<file path="src/rtl/arbitro_escrita_banco_if.sv">
// Write-port bundle between the two writeback requesters (ULA, MEM) and the
// register-file write arbiter; master = requester side, slave = arbiter side.
interface arbitro_escrita_banco_if #(
  parameter int LARGURA_DADO = 32,
  parameter int LARGURA_END  = 5,
  parameter int LARGURA_CONT = 16
);
  logic                    req_ula;
  logic [LARGURA_END-1:0]  end_ula;
  logic [LARGURA_DADO-1:0] dado_ula;
  logic                    ack_ula;
  logic                    req_mem;
  logic [LARGURA_END-1:0]  end_mem;
  logic [LARGURA_DADO-1:0] dado_mem;
  logic                    ack_mem;
  logic                    uc_escrita;
  logic [LARGURA_END-1:0]  endereco_escrita;
  logic [LARGURA_DADO-1:0] dado_p_escrita;
  logic                    conflito;
  logic [LARGURA_CONT-1:0] total_escritas;

  modport master (
    output req_ula, end_ula, dado_ula, req_mem, end_mem, dado_mem,
    input  ack_ula, ack_mem, uc_escrita, endereco_escrita, dado_p_escrita,
           conflito, total_escritas
  );

  modport slave (
    input  req_ula, end_ula, dado_ula, req_mem, end_mem, dado_mem,
    output ack_ula, ack_mem, uc_escrita, endereco_escrita, dado_p_escrita,
           conflito, total_escritas
  );
endinterface

</file>
<file path="src/rtl/arbitro_escrita_banco.sv">
// Round-robin arbiter sharing the register file's single write port between
// ULA and MEM writeback; absorbs r0 writes, counts commits, flags collisions.
module arbitro_escrita_banco #(
  parameter int LARGURA_DADO = 32,
  parameter int LARGURA_END  = 5,
  parameter int LARGURA_CONT = 16
) (
  input logic                   clk,
  input logic                   rst,
  arbitro_escrita_banco_if.slave bus
);

  typedef enum logic {
    PTR_ULA = 1'b0,
    PTR_MEM = 1'b1
  } ptr_t;

  ptr_t                    ptr, ptr_next;
  logic                    ack_ula_q, ack_ula_next;
  logic                    ack_mem_q, ack_mem_next;
  logic                    we_q, we_next;
  logic                    conflito_q, conflito_next;
  logic [LARGURA_END-1:0]  end_q, end_next;
  logic [LARGURA_DADO-1:0] dado_q, dado_next;
  logic [LARGURA_CONT-1:0] cont_q, cont_next;
  logic                    elig_ula, elig_mem, grant_ula, grant_mem;

  always_comb begin
    // NOTE: every signal driven here gets a default first, so no path can infer a latch.
    ptr_next      = ptr;
    ack_ula_next  = 1'b0;
    ack_mem_next  = 1'b0;
    we_next       = 1'b0;
    end_next      = end_q;
    dado_next     = dado_q;
    cont_next     = cont_q;

    // The visible ack masks the stale request still held during the ack cycle.
    elig_ula  = bus.req_ula & ~ack_ula_q;
    elig_mem  = bus.req_mem & ~ack_mem_q;
    grant_ula = elig_ula & (~elig_mem | (ptr == PTR_ULA));
    grant_mem = elig_mem & ~grant_ula;

    conflito_next = elig_ula & elig_mem & (bus.end_ula == bus.end_mem) &
                    (bus.end_ula != '0);

    if (grant_ula) begin
      ack_ula_next = 1'b1;
      end_next     = bus.end_ula;
      dado_next    = bus.dado_ula;
      ptr_next     = PTR_MEM;
    end else if (grant_mem) begin
      ack_mem_next = 1'b1;
      end_next     = bus.end_mem;
      dado_next    = bus.dado_mem;
      ptr_next     = PTR_ULA;
    end

    if (grant_ula || grant_mem) begin
      we_next = (end_next != '0);
    end

    if (we_next) begin
      cont_next = cont_q + LARGURA_CONT'(1);
    end
  end

  // NOTE: state uses non-blocking assignments so every flop samples pre-edge values.
  always_ff @(posedge clk or posedge rst) begin
    if (rst) begin
      ptr        <= PTR_ULA;
      ack_ula_q  <= 1'b0;
      ack_mem_q  <= 1'b0;
      we_q       <= 1'b0;
      conflito_q <= 1'b0;
      end_q      <= '0;
      dado_q     <= '0;
      cont_q     <= '0;
    end else begin
      ptr        <= ptr_next;
      ack_ula_q  <= ack_ula_next;
      ack_mem_q  <= ack_mem_next;
      we_q       <= we_next;
      conflito_q <= conflito_next;
      end_q      <= end_next;
      dado_q     <= dado_next;
      cont_q     <= cont_next;
    end
  end

  assign bus.ack_ula          = ack_ula_q;
  assign bus.ack_mem          = ack_mem_q;
  assign bus.uc_escrita       = we_q;
  assign bus.endereco_escrita = end_q;
  assign bus.dado_p_escrita   = dado_q;
  assign bus.conflito         = conflito_q;
  assign bus.total_escritas   = cont_q;

endmodule

</file>
<file path="src/flat_wrapper.sv">
// flat-port wrapper written by rule: the top's interface ports become plain ports
module arbitro_escrita_banco_flat 
#(
  parameter int LARGURA_DADO = 32,
  parameter int LARGURA_END  = 5,
  parameter int LARGURA_CONT = 16
)
  (clk, rst, bus_req_ula, bus_end_ula, bus_dado_ula, bus_req_mem, bus_end_mem, bus_dado_mem, bus_ack_ula, bus_ack_mem, bus_uc_escrita, bus_endereco_escrita, bus_dado_p_escrita, bus_conflito, bus_total_escritas);
  arbitro_escrita_banco_if #(.LARGURA_DADO(LARGURA_DADO), .LARGURA_END(LARGURA_END), .LARGURA_CONT(LARGURA_CONT)) bus_i ();
  input logic clk;
  input logic rst;
  input wire logic [$bits(bus_i.req_ula)-1:0] bus_req_ula;
  input wire logic [$bits(bus_i.end_ula)-1:0] bus_end_ula;
  input wire logic [$bits(bus_i.dado_ula)-1:0] bus_dado_ula;
  input wire logic [$bits(bus_i.req_mem)-1:0] bus_req_mem;
  input wire logic [$bits(bus_i.end_mem)-1:0] bus_end_mem;
  input wire logic [$bits(bus_i.dado_mem)-1:0] bus_dado_mem;
  output wire logic [$bits(bus_i.ack_ula)-1:0] bus_ack_ula;
  output wire logic [$bits(bus_i.ack_mem)-1:0] bus_ack_mem;
  output wire logic [$bits(bus_i.uc_escrita)-1:0] bus_uc_escrita;
  output wire logic [$bits(bus_i.endereco_escrita)-1:0] bus_endereco_escrita;
  output wire logic [$bits(bus_i.dado_p_escrita)-1:0] bus_dado_p_escrita;
  output wire logic [$bits(bus_i.conflito)-1:0] bus_conflito;
  output wire logic [$bits(bus_i.total_escritas)-1:0] bus_total_escritas;
  assign bus_i.req_ula = bus_req_ula;
  assign bus_i.end_ula = bus_end_ula;
  assign bus_i.dado_ula = bus_dado_ula;
  assign bus_i.req_mem = bus_req_mem;
  assign bus_i.end_mem = bus_end_mem;
  assign bus_i.dado_mem = bus_dado_mem;
  assign bus_ack_ula = bus_i.ack_ula;
  assign bus_ack_mem = bus_i.ack_mem;
  assign bus_uc_escrita = bus_i.uc_escrita;
  assign bus_endereco_escrita = bus_i.endereco_escrita;
  assign bus_dado_p_escrita = bus_i.dado_p_escrita;
  assign bus_conflito = bus_i.conflito;
  assign bus_total_escritas = bus_i.total_escritas;
  arbitro_escrita_banco #(.LARGURA_DADO(LARGURA_DADO), .LARGURA_END(LARGURA_END), .LARGURA_CONT(LARGURA_CONT)) u_core (.clk(clk), .rst(rst), .bus(bus_i));
endmodule
</file>
<file path="config.mk">
export PLATFORM = sky130hd
export DESIGN_NAME = arbitro_escrita_banco_flat
export DESIGN_NICKNAME = d
export VERILOG_FILES = /design/src/rtl/arbitro_escrita_banco_if.sv /design/src/rtl/arbitro_escrita_banco.sv /design/src/flat_wrapper.sv
export SDC_FILE = /design/constraint.sdc
export NUM_CORES = 1
export LEC_CHECK = 0
export CORE_MARGIN = 1.5
export CORE_UTILIZATION = 45
export DETAILED_ROUTE_END_ITERATION = 12
export DONT_BUFFER_PORTS = 1
export HOLD_SLACK_MARGIN = 0.12
export PLACE_DENSITY = 0.71
export SLEW_MARGIN = 30
export SYNTH_ARGS = -nofsm -noshare
export SYNTH_HDL_FRONTEND = slang
export SYNTH_SLANG_ARGS = --single-unit
</file>
<file path="constraint.sdc">
create_clock -name clk -period 3.9 [get_ports clk]
set_input_delay 1.17 -clock clk [delete_from_list [all_inputs] [get_ports clk]]
set_output_delay 1.17 -clock clk [all_outputs]
set_load 0.03 [all_outputs]
</file>
Yosys cells after proc, flatten, opt, wreduce, memory -nomap -nowiden
Cells that the tools add are included.
{ "op_classes": {"reduce_logical": 4, "bitwise": 13, "n_eq_ne": 1, "n_addsub": 1, "mux": 10} }
{ "ops": {"columns": ["op", "n"], "rows": [
  ["32-bit two-way mux", 2],
  ["16-bit by 1-bit adder with 16-bit output (second input constant)", 1],
  ["5-bit two-way mux", 2],
  ["5-bit nonzero test", 2],
  ["1-bit bitwise AND", 7],
  ["1-bit two-way mux", 6],
  ["5-bit == test", 1],
  ["1-bit inverter", 5],
  ["2-bit nonzero test", 1],
  ["1-bit logical OR", 1],
  ["1-bit bitwise OR", 1]
]} }
{ "word_totals": {"out_inout_bits": 57, "inputBits": 78, "reg_bits": 58, "elab_cells": 37} }

Depth between registers and ports, before layout
Gate-level depths: netlist of the first run.
{ "depth": {"word_depth": 11, "ltp_mapped": 9, "depth_no_buf": 8} }

Least setup slack after synthesis of the first run
Ideal clock, no wire load.
{ "synth_path": {"path_kind": "input to register", "from": "in bus_req_mem", "to": "reg u_core.cont_q[2], in the netlist u_core.bus.total_escritas[2]", "setup_ps": 138, "setup_slack_ps": 966, "arrival_time_ps": 2796, "cell_stages": 8, "required_ps": 3762, "path_buffers": 1, "cell_sequence": "and2b_2 -> o21ai_4 -> inv_2 -> a221o_1 -> nor4_4 -> buf_4 -> a211oi_1 -> xor2_1"} }
{ "synth_via": {"elab_chain_cells": 10, "word_cells_on_any_way": 11, "classes_between": "3 x mux; 6 x bitwise; 2 x reduce/logical"} }
{ "synth_rtl": {"columns": ["element", "line_no", "rtl"], "rows": [
  ["start: declaration", "flat_wrapper.sv:15", "input wire logic [$bits(bus_i.req_mem)-1:0] bus_req_mem;"],
  ["1-bit bitwise AND *", "arbitro_escrita_banco.sv:40", "elig_mem = bus.req_mem & ~ack_mem_q;"],
  ["1-bit inverter", "arbitro_escrita_banco.sv:41", "grant_ula = elig_ula & (~elig_mem | (ptr == PTR_ULA));"],
  ["1-bit bitwise OR", "arbitro_escrita_banco.sv:41", null],
  ["1-bit bitwise AND", "arbitro_escrita_banco.sv:41", null],
  ["1-bit inverter", "arbitro_escrita_banco.sv:42", "grant_mem = elig_mem & ~grant_ula;"],
  ["1-bit bitwise AND", "arbitro_escrita_banco.sv:42", null],
  ["5-bit two-way mux", "arbitro_escrita_banco.sv:52", "end else if (grant_mem) begin"],
  ["5-bit two-way mux *", "arbitro_escrita_banco.sv:47", "if (grant_ula) begin"],
  ["named net u_core.end_next[1]", "arbitro_escrita_banco.sv:23", "logic [LARGURA_END-1:0] end_q, end_next;"],
  ["5-bit nonzero test *", "arbitro_escrita_banco.sv:60", "we_next = (end_next != '0);"],
  ["1-bit two-way mux *", "arbitro_escrita_banco.sv:59", "if (grant_ula || grant_mem) begin"],
  ["end signal: assignment", "arbitro_escrita_banco.sv:87", "cont_q <= cont_next;"],
  ["end: declaration", "arbitro_escrita_banco.sv:25", "logic [LARGURA_CONT-1:0] cont_q, cont_next;"]
]} }
Mark *: on every way through the listed nets, which the timed path passes. The rest lies on a longest branch.
A chain may end at the register's enable or synchronous reset.

Final worst setup path of the first run
{ "layout_path": {"from": "in bus_req_mem", "to": "reg u_core.cont_q[1], in the netlist u_core.bus.total_escritas[1]"} }
{ "layout_via": {"elab_chain_cells": 10, "word_cells_on_any_way": 11, "classes_between": "3 x mux; 6 x bitwise; 2 x reduce/logical"} }
{ "layout_rtl": {"columns": ["element", "line_no", "rtl"], "rows": [
  ["1-bit bitwise AND *", "arbitro_escrita_banco.sv:40", null],
  ["1-bit inverter", "arbitro_escrita_banco.sv:41", null],
  ["1-bit bitwise OR", "arbitro_escrita_banco.sv:41", null],
  ["1-bit bitwise AND", "arbitro_escrita_banco.sv:41", null],
  ["1-bit inverter", "arbitro_escrita_banco.sv:42", null],
  ["1-bit bitwise AND", "arbitro_escrita_banco.sv:42", null],
  ["5-bit two-way mux", "arbitro_escrita_banco.sv:52", null],
  ["5-bit two-way mux *", "arbitro_escrita_banco.sv:47", null],
  ["named net u_core.end_next[1]", "arbitro_escrita_banco.sv:23", null],
  ["5-bit nonzero test *", "arbitro_escrita_banco.sv:60", null],
  ["1-bit two-way mux *", "arbitro_escrita_banco.sv:59", null],
  ["named net u_core.we_next", "arbitro_escrita_banco.sv:21", "logic we_q, we_next;"]
]} }
Marks and branches as above.

==> results of run 1 <==
==> path summary, 6_finish.rpt <==
kind                                    start                       endpoint  slack [ps]  cells past startpoint
setup / recovery                  bus_req_mem   u_core.bus.total_escritas[1]         900                      7
hold / removal                     u_core.ptr                     u_core.ptr         590                      1
setup reg to reg           u_core.bus.ack_mem   u_core.bus.total_escritas[1]        1120                      8
hold reg to reg                    u_core.ptr                     u_core.ptr         590                      1
max in group asynchronous                 rst   u_core.bus.total_escritas[7]        2350                      2
min in group asynchronous                 rst  u_core.bus.dado_p_escrita[11]         710                      1
==> power by group <==
part | internal [uW] | switching, uW
Combinational | 137 | 200
Sequential | 746 | 438
Clock | 245 | 222
==> state kept, by name, summed over array words and instances (netlist names) <==
name and flops:
u_core.bus.ack_mem 1, u_core.bus.ack_ula 1, u_core.bus.conflito 1, u_core.bus.dado_p_escrita 32, u_core.bus.endereco_escrita 5, u_core.bus.total_escritas 16
u_core.bus.uc_escrita 1, u_core.ptr 1
==> metrics by stage <==
step                instance area, um^2  total power [uW]
finish                             2800              1988
global route                       2800              2104
CTS                                2800              2009
detailed placement                 2636              1537
global placement                   2636              1513
floorplan                          2554              1429
==> per-layer routing <==
layer	part of all wire, %	track usage (%)	vias to the layer above
met5	0	0	-
met4	2.3	10.89	0
met3	7.1	5.698	13
met2	48	30.43	93
met1	43	24.06	910
li1	-	-	904
==> cells by family (layout without fill, tap and decap cells) <==
group           after synthesis  after routing  synth area share (%)
flops                        58             58                 56.83
buf+inv                      17             27                 2.646
compound gates               55             55                 14.55
mux                           1              1                0.4409
fa+ha+maj                     1              1                0.4899
xor+xnor                     19             19                 6.516
simple gates                103            103                 18.52
==> synth_stat cells, types with 2 or more instances <==
cell,instances
a211oi_1,5
a21oi_1,9
a221o_1,4
and3_1,6
clkbuf_1,10
dfrtp_1,58
inv_1,4
inv_2,2
nand2_1,8
nand3_1,8
nand4_1,3
nor2_1,67
nor3_1,2
o22ai_1,32
xnor2_1,4
xor2_1,15
==> cell type report <==
type	count	share of cell area (%)
tap	72	3.217
clock buffer	13	5.317
inverter	6	0.8043
multi-input combinational	179	36.95
clock inverter	3	0.5362
timing repair buffer	5	1.340
sequential	58	51.83
==> worst max-delay path, cell delays in order <==
cell and delay [ps]:
and2b_2 220, o21ai_4 80, inv_2 80, a221o_1 400, nor4_4 720, a21oi_2 180
mux2_1 350
==> impl_metrics.tcl, run 1 <==
set metrics [dict create \
    fp.dieArea_um2 6136 \
    crit_arrival_ps 3210 \
    fp.dieH_um 78.33 \
    yosys.area.top_type "dfrtp_1" \
    drt-initial-drc-count 111 \
    avgRoutedWirePerCell_um 17.03 \
    fp-row-count 27 \
    grt_overflow 0 \
    regArea_um2 1451 \
    synthArstFlopShare_pct 100.0 \
    seq_area_frac_synth_pct 56.83 \
    clock-sinks 58 \
    pre_cts_ws_ps 565.8 \
    synthTopCellsByArea "dfrtp_1, nor2_1, o22ai_1" \
    numCtsBuffers 9 \
    p_leak_uw 0.001249 \
    ys_warn_count 0 \
    timing_worst_setup_path_type "in2reg" \
    synth_cells 254 \
    cp-end-kind "flip-flop" \
    gp_congestion 0.8222 \
    worst_pin_slew_ps 764.1 \
    fp.dieW_um 78.33 \
    syn_nets 333 \
    hold_path.class "reg2reg" \
    clock.fmax_mhz 333.3 \
    cts_resized 0 \
    status "completed" \
    timing.hold.ws_ps 591.5 \
    h-tree-depth 3 \
    drive_gt1_share_pct 10.61 \
    synth_flop_cell "dfrtp_1" \
    holdBufCountCts 0 \
    maxCapViolations 0 \
    p_per_area_nw_per_um2 710.1 \
    setup_viol 0 \
    ys_seq_elements 58 \
    cts_buffer_depth 2 \
    vdd_ir_drop_max_uv 352.4 \
    numPortBuffers 0 \
    clockRootBuffer "clkbuf_8" \
    design.portCount 135 \
    finalSetupTns_ps 0 \
    slew_headroom_pct 48.68 \
    yosysTopAreaCellShare_pct 56.83 \
    synth_area_um2 2554 \
    drc 0 \
    dpl.cell_count 320 \
    avgSynthCellArea_um2 10.05 \
    grt_pass1_vias 1828 \
    instances_no_fill 336 \
    dr.pass1.iters 4 \
    path_clk_slew_ps 70 \
    slew_violations 0 \
    syn_to_final_growth_pct 9.652 \
    ant_nets 0 \
    initial_core_util_pct 46.38 \
    post-route-period-util_pct 76.93 \
    critPathLaunchType "input pin" \
    worst-path-max-fanout 15 \
    clk_latency_ps 330 \
    fin_crit_ps 3000 \
    hold_viol 0 \
    grt_setup_unrepaired "no" \
    antenna_found_initial 0 \
    postCtsSetupBuffers 0 \
    crit_required_ps 4110 \
    layout.cells.most_common "nor2_1" \
    routed_wl_um 5723 \
    final_nets 338 \
    grt_pass1_wl_um 8983 \
    routed_via_density 5.714 \
    cts_tree "done" \
    grt_use_total_pct 19.45 \
    n_antenna_cell 0 \
    finalClockSkew_ps 5.765 \
    final_core_util_pct 50.85 \
    multi_input_area_um2 1035 \
    coreArea_um2 5507 \
    synth.distinct_cells 33 \
    dp_hpwl_um 4064 \
    grt_max_degree 41 \
    fill_cells 497 \
    setup_slack_ps 899.8 \
    layout_common_cells "nor2_1, dfrtp_1, o22ai_1" \
    synth_edf_count 0 \
    vias 1920 \
]
Power figures use the tool's default switching activity.
==> run 2, diff against run 1 <==
--- a/config.mk
+++ b/config.mk
@@ -10,7 +10,7 @@
 export DETAILED_ROUTE_END_ITERATION = 12
 export DONT_BUFFER_PORTS = 1
 export HOLD_SLACK_MARGIN = 0.12
-export PLACE_DENSITY = 0.71
+export PLACE_DENSITY = 0.73
 export SLEW_MARGIN = 30
 export SYNTH_ARGS = -nofsm -noshare
 export SYNTH_HDL_FRONTEND = slang
==> constraint.sdc (replaced) <==
create_clock -name clk -period 2.7 [get_ports clk]
set_input_delay 0.81 -clock clk [delete_from_list [all_inputs] [get_ports clk]]
set_output_delay 0.81 -clock clk [all_outputs]
set_load 0.03 [all_outputs]
==> run 2 against run 1 <==
  * Die area unchanged
  * Non-clock buffer count up 5
  * Largest cell class unchanged
  * Critical endpoint is now u_core.bus.total_escritas[14]
  * Sequential share of layout area down 1.0 points
  * Wire length up 1.9%
==> impl_metrics.tcl, run 2 (synthesis gave the netlist of run 1 again) <==
set metrics [dict create \
    status "completed" \
    antenna_found_initial 0 \
    cts_resized 0 \
    vdd_ir_drop_max_uv 498.3 \
    crit_arrival_ps 2650 \
    numCtsBuffers 9 \
    slew_violations 0 \
    fin_crit_ps 2461 \
    dpl.cell_count 325 \
    setup_viol 0 \
    post-route-period-util_pct 91.14 \
    finalClockSkew_ps 4.488 \
    clk_latency_ps 330 \
    startpoint "u_core.bus.ack_mem" \
    timing_worst_setup_path_type "reg2reg" \
    reg2reg_to "u_core.bus.total_escritas[14]" \
    drc 0 \
    design.portCount 135 \
    layout.cells.most_common "nor2_1" \
    cp-end-kind "flip-flop" \
    n_antenna_cell 0 \
    reg2reg_slack_ps 240 \
    final_core_util_pct 51.87 \
    reg2reg_from "u_core.bus.ack_mem" \
    worst_pin_slew_ps 545.1 \
    numPortBuffers 0 \
    routed_via_density 5.789 \
    slew_headroom_pct 62.72 \
    gp_congestion 0.8770 \
    fill_cells 493 \
    syn_to_final_growth_pct 11.86 \
    grt_overflow 0 \
    clockRootBuffer "clkbuf_8" \
    drt-initial-drc-count 95 \
    multi_input_area_um2 1035 \
    grt_max_degree 33 \
    regArea_um2 1451 \
    clock-sinks 58 \
    fp.dieW_um 78.33 \
    path_clk_slew_ps 60 \
    cts_tree "done" \
    hold_path.class "in2async" \
    vias 1974 \
    finalPower_uw 2940 \
    avgRoutedWirePerCell_um 17.11 \
    coreArea_um2 5507 \
    ant_nets 0 \
    critPathLaunchType "flip-flop" \
    h-tree-depth 3 \
    crit_required_ps 2890 \
    grt_pass1_wl_um 9321 \
    drive_gt1_share_pct 12.64 \
    grt_setup_unrepaired "no" \
    holdBufCountCts 0 \
    cts_buffer_depth 2 \
    grt_pass1_vias 1929 \
    routed_wl_um 5834 \
    critPathCapture "u_core.bus.total_escritas[14]" \
    fp.dieArea_um2 6136 \
    postCtsSetupBuffers 0 \
    p_per_area_nw_per_um2 1029 \
    dr.pass1.iters 6 \
    fp-row-count 27 \
    p_leak_uw 0.001283 \
    worst-path-max-fanout 14 \
    layout_common_cells "nor2_1, dfrtp_1, o22ai_1" \
    fp.dieH_um 78.33 \
    initial_core_util_pct 46.38 \
    finalSetupTns_ps 0 \
    largest_register_ffs 32 \
    clock.fmax_mhz 406.4 \
    grt_use_total_pct 20.04 \
    final_nets 343 \
    dp_hpwl_um 4210 \
    hold_viol 0 \
    worst_r2r_path_depth 9 \
    instances_no_fill 341 \
    maxCapViolations 0 \
]
-- run 2: changes by cell type in the layout (fill, tap and decap cells not counted) --
| cell | before | now |
|---|---|---|
| clkbuf_1 | 3 | 2 |
| clkinv_2 | 3 | 2 |
| clkbuf_8 | 10 | 12 |
| buf_4 | 5 | 10 |
-- run 2: worst min-delay path by stage --
stage / start / to / slack (ps)
2_1_floorplan: u_core.ptr / u_core.ptr / 540
3_3_place_gp: u_core.ptr / u_core.ptr / 570
3_5_place_dp: u_core.ptr / u_core.ptr / 570
4_1_cts: rst / u_core.bus.total_escritas[10] / 330
5_1_grt: rst / u_core.bus.total_escritas[10] / 330
6_report: rst / u_core.bus.dado_p_escrita[30] / 320
-- run 2: layer usage --
| layer | GRT usage (%) | share of wire [%] | vias to the layer above |
|---|---|---|---|
| met2 | 33.22 | 50 | 88 |
| met1 | 22.92 | 40 | 957 |
| met3 | 6.395 | 7.6 | 11 |
| met5 | 0 | 0 | - |
| li1 | - | - | 918 |
| met4 | 11.07 | 2.5 | 0 |
-- run 2: area by class of cell --
class	instances	area share [%]
multi-input combinational	179	36.22
clock inverter	2	0.3504
sequential	58	50.81
clock buffer	14	6.045
inverter	6	0.7884
tap	72	3.154
timing repair buffer	10	2.628
-- run 2: through the flow --
step	instance area (um^2)	worst slack, ps	hold WS, ps
after floorplan	2554	125.8	538.0
after global placement	2674	159.4	572.2
after detailed placement	2674	77.14	574.5
after CTS	2856	255.4	326.4
after global routing	2856	87.55	327.4
final	2856	239.4	323.3
-- run 2: power breakdown --
| group | switching [uW] | internal [uW] | leakage, uW |
|---|---|---|---|
| registers | 625 | 1080 | 0.000683 |
| clock network | 328 | 406 | 0.0000965 |
| logic | 294 | 210 | 0.000503 |
-- run 2: worst max-delay path, cell delays in order (launching register included) --
cell and delay (ps):
dfrtp_1 500, and2b_2 330, nand2_1 80, nand2_2 90
inv_2 70, a221o_1 350, nor4_4 330, buf_4 250
a2111oi_0 150, xor2_1 170
